[config.mk]
export PLATFORM = sky130hd
export DESIGN_NAME = pipe_stage_reg
export DESIGN_NICKNAME = d
export VERILOG_FILES = /design/src/rtl/pipe_stage_reg.sv
export SDC_FILE = /design/constraint.sdc
export NUM_CORES = 1
export LEC_CHECK = 0
export ABC_AREA = 0
export BUFFER_PORTS_ARGS = -buffer_cell sky130_fd_sc_hd__clkbuf_2
export CAP_MARGIN = 20
export CORE_MARGIN = 1
export CORE_UTILIZATION = 35
export DETAILED_ROUTE_END_ITERATION = 8
export HOLD_SLACK_MARGIN = 0.15
export PLACE_DENSITY = 0.66
export SLEW_MARGIN = 30
export SYNTH_ARGS = -nofsm -noshare
export SYNTH_HDL_FRONTEND = slang
export SYNTH_SLANG_ARGS = --single-unit
[constraint.sdc]
create_clock -name clk -period 2.19 [get_ports clk]
set_input_delay 0.1095 -clock clk [delete_from_list [all_inputs] [get_ports clk]]
set_output_delay 0.1095 -clock clk [all_outputs]
set_load 0.02 [all_outputs]
[src/rtl/pipe_stage_reg.sv]
// -----------------------------------------------------------------------------
// pipe_stage_reg
//
// Generic inter-stage pipeline register with a valid/ready handshake and a
// 2-entry skid buffer (main + skid). Upstream ready is a function of registered
// state plus the bubble/flush/stall controls only, so it never depends on
// in_valid or out_ready.
//
// Also provides:
//   - hold (stall): blocks dequeue only; the stage keeps accepting while it has room
//   - bubble-insert: refuses new input for the cycle
//   - flush: kills every held beat
//   - configurable flush-versus-stall priority
//   - saturating count of consecutive stall cycles
//
// Parameters:
//   WIDTH            payload width in bits
//   CNT_W            width of stall_cnt
//   FLUSH_OVER_STALL 1 = flush wins over stall; 0 = stall wins, flush is dropped
//
// Ports:
//   clk        in   clock, rising edge
//   reset      in   asynchronous reset, active-low
//   in_valid   in   upstream payload valid
//   in_data    in   upstream payload [WIDTH]
//   in_ready   out  stage can accept a beat this cycle
//   out_valid  out  main entry valid (registered)
//   out_data   out  main entry payload (registered) [WIDTH]
//   out_ready  in   downstream accepts
//   stall      in   hold; blocks dequeue
//   bubble     in   hazard; refuse input this cycle
//   flush      in   kill all held beats
//   stall_cnt  out  consecutive stall cycles, saturating [CNT_W]
//   occupancy  out  entries held: 0, 1 or 2
//
// Build option:
//   PIPE_STAGE_CLR_DATA_EN  when defined, any entry that is invalidated has its
//                           payload register cleared, so out_data reads 0
//                           whenever out_valid is 0. When undefined, stale
//                           payloads are kept (fewer register toggles).
// -----------------------------------------------------------------------------
module pipe_stage_reg #(
  parameter int WIDTH            = 64,
  parameter int CNT_W            = 64,
  parameter int FLUSH_OVER_STALL = 0
) (
  input  logic             clk,
  input  logic             reset,
  input  logic             in_valid,
  input  logic [WIDTH-1:0] in_data,
  output logic             in_ready,
  output logic             out_valid,
  output logic [WIDTH-1:0] out_data,
  input  logic             out_ready,
  input  logic             stall,
  input  logic             bubble,
  input  logic             flush,
  output logic [CNT_W-1:0] stall_cnt,
  output logic [1:0]       occupancy
);

  // State encoding doubles as the occupancy count.
  typedef enum logic [1:0] {
    ST_EMPTY = 2'd0,
    ST_ONE   = 2'd1,
    ST_FULL  = 2'd2
  } state_t;

  localparam logic FOS = (FLUSH_OVER_STALL != 0);

`ifdef PIPE_STAGE_CLR_DATA_EN
  localparam logic CLR_DATA = 1'b1;
`else
  localparam logic CLR_DATA = 1'b0;
`endif

  localparam logic [CNT_W-1:0] CNT_MAX = {CNT_W{1'b1}};
  localparam logic [CNT_W-1:0] CNT_ONE = CNT_W'(1);

  state_t             state_reg, state_next;
  logic [WIDTH-1:0]   main_reg, main_next;
  logic [WIDTH-1:0]   skid_reg, skid_next;
  logic [CNT_W-1:0]   stall_cnt_reg, stall_cnt_next;

  logic flush_eff;
  logic acc;
  logic deq;

  // With stall priority, a flush that coincides with a stall is dropped
  // outright (not remembered for later).
  assign flush_eff = flush & (FOS | ~stall);

  // No path from in_valid or out_ready: only registered state and the
  // bubble/flush(/stall) controls.
  assign in_ready  = (state_reg != ST_FULL) & ~bubble & ~flush_eff;
  assign acc       = in_valid & in_ready;

  // Outputs come straight off the state and payload registers.
  assign out_valid = (state_reg != ST_EMPTY);
  assign out_data  = main_reg;
  assign occupancy = state_reg;
  assign stall_cnt = stall_cnt_reg;

  assign deq = out_valid & out_ready & ~stall;

  always_comb begin
    state_next = state_reg;
    main_next  = main_reg;
    skid_next  = skid_reg;

    if (flush_eff) begin
      // in_ready is already low here, so nothing can be accepted this cycle.
      state_next = ST_EMPTY;
      if (CLR_DATA) begin
        main_next = '0;
        skid_next = '0;
      end
    end else begin
      case (state_reg)
        ST_EMPTY: begin
          if (acc) begin
            state_next = ST_ONE;
            main_next  = in_data;
          end
        end
        ST_ONE: begin
          if (acc && deq) begin
            main_next = in_data;
          end else if (acc) begin
            // Downstream not taking (or stalled): park the new beat behind main.
            state_next = ST_FULL;
            skid_next  = in_data;
          end else if (deq) begin
            state_next = ST_EMPTY;
            if (CLR_DATA) begin
              main_next = '0;
            end
          end
        end
        ST_FULL: begin
          // Skid always drains into main so ordering is preserved.
          if (deq) begin
            state_next = ST_ONE;
            main_next  = skid_reg;
            if (CLR_DATA) begin
              skid_next = '0;
            end
          end
        end
        default: begin
          state_next = ST_EMPTY;
        end
      endcase
    end
  end

  // Consecutive-stall counter: saturates at all-ones, cleared by a cycle
  // without stall or by an effective flush.
  always_comb begin
    stall_cnt_next = '0;
    if (!flush_eff && stall) begin
      if (stall_cnt_reg != CNT_MAX) begin
        stall_cnt_next = stall_cnt_reg + CNT_ONE;
      end else begin
        stall_cnt_next = stall_cnt_reg;
      end
    end
  end

  always_ff @(posedge clk or negedge reset) begin
    if (!reset) begin
      state_reg     <= ST_EMPTY;
      main_reg      <= '0;
      skid_reg      <= '0;
      stall_cnt_reg <= '0;
    end else begin
      state_reg     <= state_next;
      main_reg      <= main_next;
      skid_reg      <= skid_next;
      stall_cnt_reg <= stall_cnt_next;
    end
  end

endmodule

==> metrics.md, run 1 <==
| Metric | Value |
|---|---|
| DRT Pass-1 Iters | 5 |
| Mapped cell area | 9000 µm² |
| Worst setup path category | flip-flop to flip-flop |
| Antenna diode count | 0 |
| Slowest-stage cell, CP | or4_4 |
| CTS Buf Count | 17 |
| Slowest cell delay on critical path | 0.53 ns |
| Drt initial violations | 529 |
| CTS Root Cell | clkbuf_16 |
| Cell Int Power | 7.10 mW |
| TritonCTS Sinks | 194 |
| Failing checks | negative setup slack |
| Unrepaired setup endpoints after global routing | yes |
| Top-Level Pins | 203 |
| Share of post-route cells with drive strength above 1 | 38.4% |
| Logic pwr share | 23.2% |
| Rel. slew slack | 47.9% |
| CTS clk-pin slew, worst paths | 0.08 ns |
| Worst Path Max Fanout | 5 |
| Via density per instance | 5.19 |
| CP most frequent cell | or4_4 |
| Yosys reg bits | 194 |
| Synth Area per Inst | 9.98 µm² |
| Switching power | 3.49 mW |
| Fillers | 2,224 |
| Status | complete, but fails checks |
| Crit. End Element | flip-flop |
| Antenna violations before repair | 0 |
| Num rows | 58 |
| Final std cell area, no fill | 12,900 µm² |
| Crit path time final | 2.28 ns |
| Fin Setup TNS | -0.929 ns |
| Largest net degree at the start of global routing | 75 |
| Sequential area share after synthesis | 53.9% |
| Worst r2r src | stall_cnt[51] |
| Final Power | 10.6 mW |
| Min-delay src | in_valid |
| Post-synth EDFFs | 0 |
| Port Buffers | 202 |
| Crit-path cells | nand3_2 -> or4_4 -> or4_4 -> o2111a_2 -> and3b_1 -> o21a_1 |
| R2R Path End | stall_cnt[62] |
| Final critical-path setup slack | -0.0859 ns |
| WP buf/inv | 0 |
| Number of global-route vias before repair | 8,114 |
| DR top layer | met4 |
| Die Wd | 162 µm |
| Cells after Synth | 902 |
| Net Count, Synth | 974 |
| Worst VDD drop | 569 µV |
| Area of the multi-input gates | 4190 µm² |
| CTS Buffer Depth | 2 |
| Post-synth ARST share | 100% |
| First-pass GRT wire length | 41,600 µm |
| Max-slew violation count | 0 |
| Required time worst endpoint | 2.52 ns |
| Crit path DAT | 2.60 ns |
| DR WL met3 | 1930 µm |
| MaxCap Viol Count | 0 |
| Final wirelength | 26,400 µm |
| Clock skew | 0.0130 ns |
| Min-delay worst type | primary input to flip-flop |
| Hold Crit Endpoint | occupancy[0] |
| P per Cell Area | 819 nW/µm² |
| CP Launch Type | flip-flop |
| Placed instance area | 11,300 µm² |
| Drt drc | 0 |
| HPWL Detailed | 17,300 µm |
| Met1 WL | 11,400 µm |
| Initial Util | 35.8% |
| Skew-Pair Late Insertion Delay | 0.43 ns |
| Clock Power Share | 30.1% |
| Reg power frac | 46.8% |
| Die Area | 26,400 µm² |
| RD Place Congestion | 0.860 |
| Most frequent cells in the layout | 201 x clkbuf_2, 176 x dfrtp_1, 158 x nand2_1, 120 x buf_4, 114 x nor2_1 |
| Synth Flop Type | dfrtp_1 |
| GRT Resource Usage Total | 19.9% |
| Static Leak | 5.80 nW |
| CTS tree | done |
| Switching portion of total power | 33.0% |
| Most common cell after layout, fill and taps aside | clkbuf_2 |
| FF+latch area | 4880 µm² |
| Final Hold Fails | 0 |
| Hold path depth | 4 |
| ANT nets after route | 0 |
| Wire per inst | 16.3 µm |
| Detail Route met2 WL | 12,700 µm |
| Reg2Reg Setup Slack | -0.09 ns |
| GR Overflow Total | 0 |
| Final period util | 104% |
| Final core occ | 51.4% |
| DR vias | 8,411 |
| Ys Warns | 0 |
| Layout Nets | 1,349 |
| Family with the most delay on the worst path | simple AND/OR/NAND/NOR gates |
| Core footprint | 25,200 µm² |
| Die Y | 162 µm |
| Achievable Freq | 439 MHz |
| Max H-tree Level | 4 |
| Unique masters post-synth | 55 |
| Area growth syn-to-layout | 43.7% |
| Worst-Margin Slew | 0.782 ns |
| # setup viols final | 25 |
| Worst r2r path cells | 6 |
kinds of logic after synthesis:
group,synth area share (%)
AO/OA/AOI/OAI,10.7
XOR/XNOR,3.79
adder cells (fa/ha/maj),0.139
buffers and inverters,2.64
flip-flops,53.9
multiplexers,8.56
AND/OR/NAND/NOR,20.2
cells in the mapped netlist (all sizes together) (10+ instances only):
| master | n | share of area, % |
|---|---|---|
| o21ai | 18 | 1.0 |
| nand2 | 160 | 6.7 |
| nand3 | 19 | 1.1 |
| xnor2 | 16 | 1.6 |
| or4 | 10 | 0.92 |
| a31oi | 64 | 4.4 |
| nor4 | 10 | 0.69 |
| nor3 | 12 | 0.72 |
| nor2 | 114 | 4.8 |
| clkbuf | 43 | 1.8 |
| nand4 | 15 | 1.0 |
| a21oi | 18 | 1.0 |
| and3 | 12 | 0.83 |
| xor2 | 23 | 2.2 |
| dfrtp | 194 | 54 |
| mux2 | 64 | 8.0 |
| and2 | 11 | 0.76 |
worst reg2reg max path, stage by stage, from the launching register on:
cell,delay (ns)
dfrtp_2,0.37
nand3_2,0.09
or4_4,0.53
or4_4,0.52
o2111a_2,0.34
and3b_1,0.17
o21a_1,0.16
power groups by stage:
stage | Clock (mW) | Combinational (mW) | Sequential, mW
6_report | 3.19 | 2.45 | 4.96
4_1_cts | 3.25 | 2.46 | 4.94
3_5_place_dp | 0 | 2.36 | 5.00
5_1_grt | 3.40 | 2.67 | 5.05
2_1_floorplan | 0 | 1.03 | 5.40
3_3_place_gp | 0 | 2.30 | 4.96
final cells by class:
class | instances | share of cell area, %
timing repair buffer | 404 | 21.8
tap | 330 | 3.19
sequential | 194 | 37.7
clock inverter | 14 | 1.45
clock buffer | 18 | 3.32
multi-input combinational | 652 | 32.4
inverter | 8 | 0.232
stage by stage:
| step | hold slack, ns | instances | setup slack (ns) |
|---|---|---|---|
| 3_5_place_dp | 0.183 | 1505 | -0.137 |
| 5_1_grt | 0.186 | 1620 | -0.147 |
| 6_report | 0.180 | 1620 | -0.0859 |
| 2_1_floorplan | -0.186 | 902 | -0.139 |
| 3_3_place_gp | 0.184 | 1505 | -0.104 |
| 4_1_cts | 0.163 | 1609 | -0.0728 |
how the worst max path moves through the flow:
stage                   from            end  slack [ns]  cells after the start
2_1_floorplan  stall_cnt[50]  stall_cnt[30]       -0.14                      8
3_3_place_gp   stall_cnt[52]  stall_cnt[10]       -0.10                      7
3_5_place_dp   stall_cnt[49]  stall_cnt[26]       -0.14                      7
4_1_cts        stall_cnt[34]  stall_cnt[25]       -0.07                      7
5_1_grt        stall_cnt[51]  stall_cnt[25]       -0.15                      7
6_report       stall_cnt[51]  stall_cnt[62]       -0.09                      6
layer usage:
layer,up-vias,GRT usage (%)
met4,0,5.23
met1,4123,25.6
li1,3942,-
met3,33,5.37
met2,313,32.9
met5,-,0
repair_timing:
action	4_1_cts	5_1_grt
gates resized for setup	14	34
gates cloned	2	0
endpoints found under the hold margin	199	0
setup buffers	0	11
hold buffers	70	0
endpoints found under the setup margin	40	52
pin swaps	6	14
Power figures use the tool's default switching activity.
==> run 2, diff against run 1 <==
--- a/config.mk
+++ b/config.mk
@@ -13,6 +13,7 @@
 export DETAILED_ROUTE_END_ITERATION = 8
 export HOLD_SLACK_MARGIN = 0.15
 export PLACE_DENSITY = 0.66
+export SETUP_SLACK_MARGIN = 0.05
 export SLEW_MARGIN = 30
 export SYNTH_ARGS = -nofsm -noshare
 export SYNTH_HDL_FRONTEND = slang
==> run 2 against run 1 <==
Against the previous run:
- wire length about the same
- cell count increased by 0.25%
- hold slack better by 0.018 ns
- via count fell by 1.2%
- total power down 0.30%
- global-route usage increased by 0.46 points
- the flow still finishes with violations (negative setup slack)
- critical path type unchanged
- critical path depth increased by 1
==> metrics.md, run 2 (synthesized netlist as in run 1, its figures left out) <==
| Metric | Value |
|---|---|
| GRT Resource Usage Total | 20.3% |
| Via density per instance | 5.11 |
| RD Place Congestion | 0.926 |
| Most common cell after layout, fill and taps aside | clkbuf_2 |
| Max H-tree Level | 4 |
| Fillers | 2,252 |
| Worst Path Max Fanout | 7 |
| Required time worst endpoint | 2.49 ns |
| Number of global-route vias before repair | 8,284 |
| CTS tree | done |
| Static Leak | 5.85 nW |
| # setup viols final | 30 |
| CTS clk-pin slew, worst paths | 0.08 ns |
| First-pass GRT wire length | 42,800 µm |
| Skew-Pair Late Insertion Delay | 0.44 ns |
| Layout Nets | 1,353 |
| Top-Level Pins | 203 |
| Slowest cell delay on critical path | 0.52 ns |
| ANT nets after route | 0 |
| HPWL Detailed | 17,700 µm |
| Num rows | 58 |
| Share of post-route cells with drive strength above 1 | 39.0% |
| Worst r2r path cells | 7 |
| CTS Root Cell | clkbuf_16 |
| Area growth syn-to-layout | 44.1% |
| Failing checks | negative setup slack |
| M2 GR Usage | 34.0% |
| MaxCap Viol Count | 0 |
| Worst setup path category | flip-flop to flip-flop |
| Worst-Margin Slew | 0.810 ns |
| Final period util | 104% |
| Wire per inst | 16.3 µm |
| Most frequent cells in the layout | 201 x clkbuf_2, 177 x dfrtp_1, 157 x nand2_1, 122 x buf_4, 110 x nor2_1 |
| Crit. End Element | flip-flop |
| DR vias | 8,306 |
| Unrepaired setup endpoints after global routing | yes |
| Status | complete, but fails checks |
| Top Usage Layer GRT | met2 |
| Largest net degree at the start of global routing | 89 |
| M1 GR Usage | 26.5% |
| Drt initial violations | 545 |
| Final critical-path setup slack | -0.0851 ns |
| Port Buffers | 202 |
| Fin cells | 1,624 |
| Min-delay worst type | primary input to flip-flop |
| Antenna diode count | 0 |
| Die Wd | 162 µm |
| Die Y | 162 µm |
| Worst r2r src | stall_cnt[52] |
| CTS Buf Count | 17 |
| CP most frequent cell | or4_4 |
| CP Launch Type | flip-flop |
| M3 GR Usage | 4.89% |
| Initial Util | 35.8% |
| Die Area | 26,400 µm² |
| Clock skew | 0.0177 ns |
| Rel. slew slack | 46.0% |
| Crit-path cells | nand3_2 -> or4_4 -> or4_4 -> buf_4 -> o311ai_4 -> xor2_1 -> nor2_1 |
| Core footprint | 25,200 µm² |
| Final core occ | 51.5% |
| Area of the multi-input gates | 4210 µm² |
| P per Cell Area | 814 nW/µm² |
| Crit path time final | 2.28 ns |
| Crit path DAT | 2.58 ns |
| Drt drc | 0 |
| Final Hold Fails | 0 |
| Critical Path Start | stall_cnt[52] |
| Final wirelength | 26,400 µm |
| DRT Pass-1 Iters | 5 |
| Min-delay src | in_valid |
| GR Overflow Total | 0 |
| Antenna violations before repair | 0 |
| Slowest-stage cell, CP | or4_4 |
| Placed Cells incl. Taps | 1,510 |
| Max-slew violation count | 0 |
| Hold path depth | 4 |
| FF+latch area | 4880 µm² |
| Worst VDD drop | 537 µV |
| TritonCTS Sinks | 194 |
| CTS Buffer Depth | 2 |
| Achievable Freq | 440 MHz |
-- run 2: through the flow --
step                total power [mW]  setup TNS [ns]  area [µm²]  setup WS (ns)  hold WS (ns)
finish                          10.6           -1.01       13000        -0.0851         0.198
global route                    11.1           -4.14       13000         -0.147         0.180
CTS                             10.7          -0.719       12800        -0.0702         0.163
detailed placement              7.36           -1.51       11300         -0.116         0.181
global placement                7.25           -1.08       11300        -0.0868         0.178
floorplan                       6.42           -2.53        9060         -0.139        -0.186
-- run 2: per-layer routing --
layer / wire length (µm) / part of all wire, %
met1: 11700 / 44
met2: 12700 / 48
met3: 1770 / 6.7
met4: 265 / 1.0
met5: 0 / 0
-- run 2: worst max-delay path: cells and delay by family, from the launching register on --
kind	cells	cell delay [ns]
flops	1	0.37
buf+inv	1	0.18
compound gates	1	0.25
xor+xnor	1	0.17
simple gates	4	1.16
-- run 2: final cells by class --
cell class	instances	share of cell area (%)
multi-input cells	651	32.5
clock inverters	14	1.45
well taps	330	3.18
flip-flops and latches	194	37.6
inverters	8	0.231
repair buffers	409	21.8
clock buffers	18	3.31
-- run 2: power by group --
group / internal, mW / total [mW] / switching, mW
Combinational: 1.07 / 2.44 / 1.37
Clock: 1.57 / 3.18 / 1.62
Sequential: 4.46 / 4.94 / 0.479
-- run 2: repair_timing --
| item | in CTS | in global routing |
|---|---|---|
| pin swaps | 10 | 19 |
| hold buffers | 70 | 0 |
| buffers inserted | 5 | 5 |
| endpoints found under the setup margin | 47 | 60 |
| endpoints found under the hold margin | 199 | 0 |
| gates resized for setup | 33 | 31 |
| cloned | 2 | 0 |
-- run 2: final timing paths --
| path | to | slack [ns] |
|---|---|---|
| worst max-delay path | stall_cnt[30] | -0.09 |
| worst min-delay path | occupancy[0] | 0.20 |
| max in group asynchronous | out_data[15] | 1.19 |
| worst min register to register | skid_reg[30] | 0.51 |
| min in group asynchronous | stall_cnt[3] | 0.27 |
| worst max register to register | stall_cnt[30] | -0.09 |
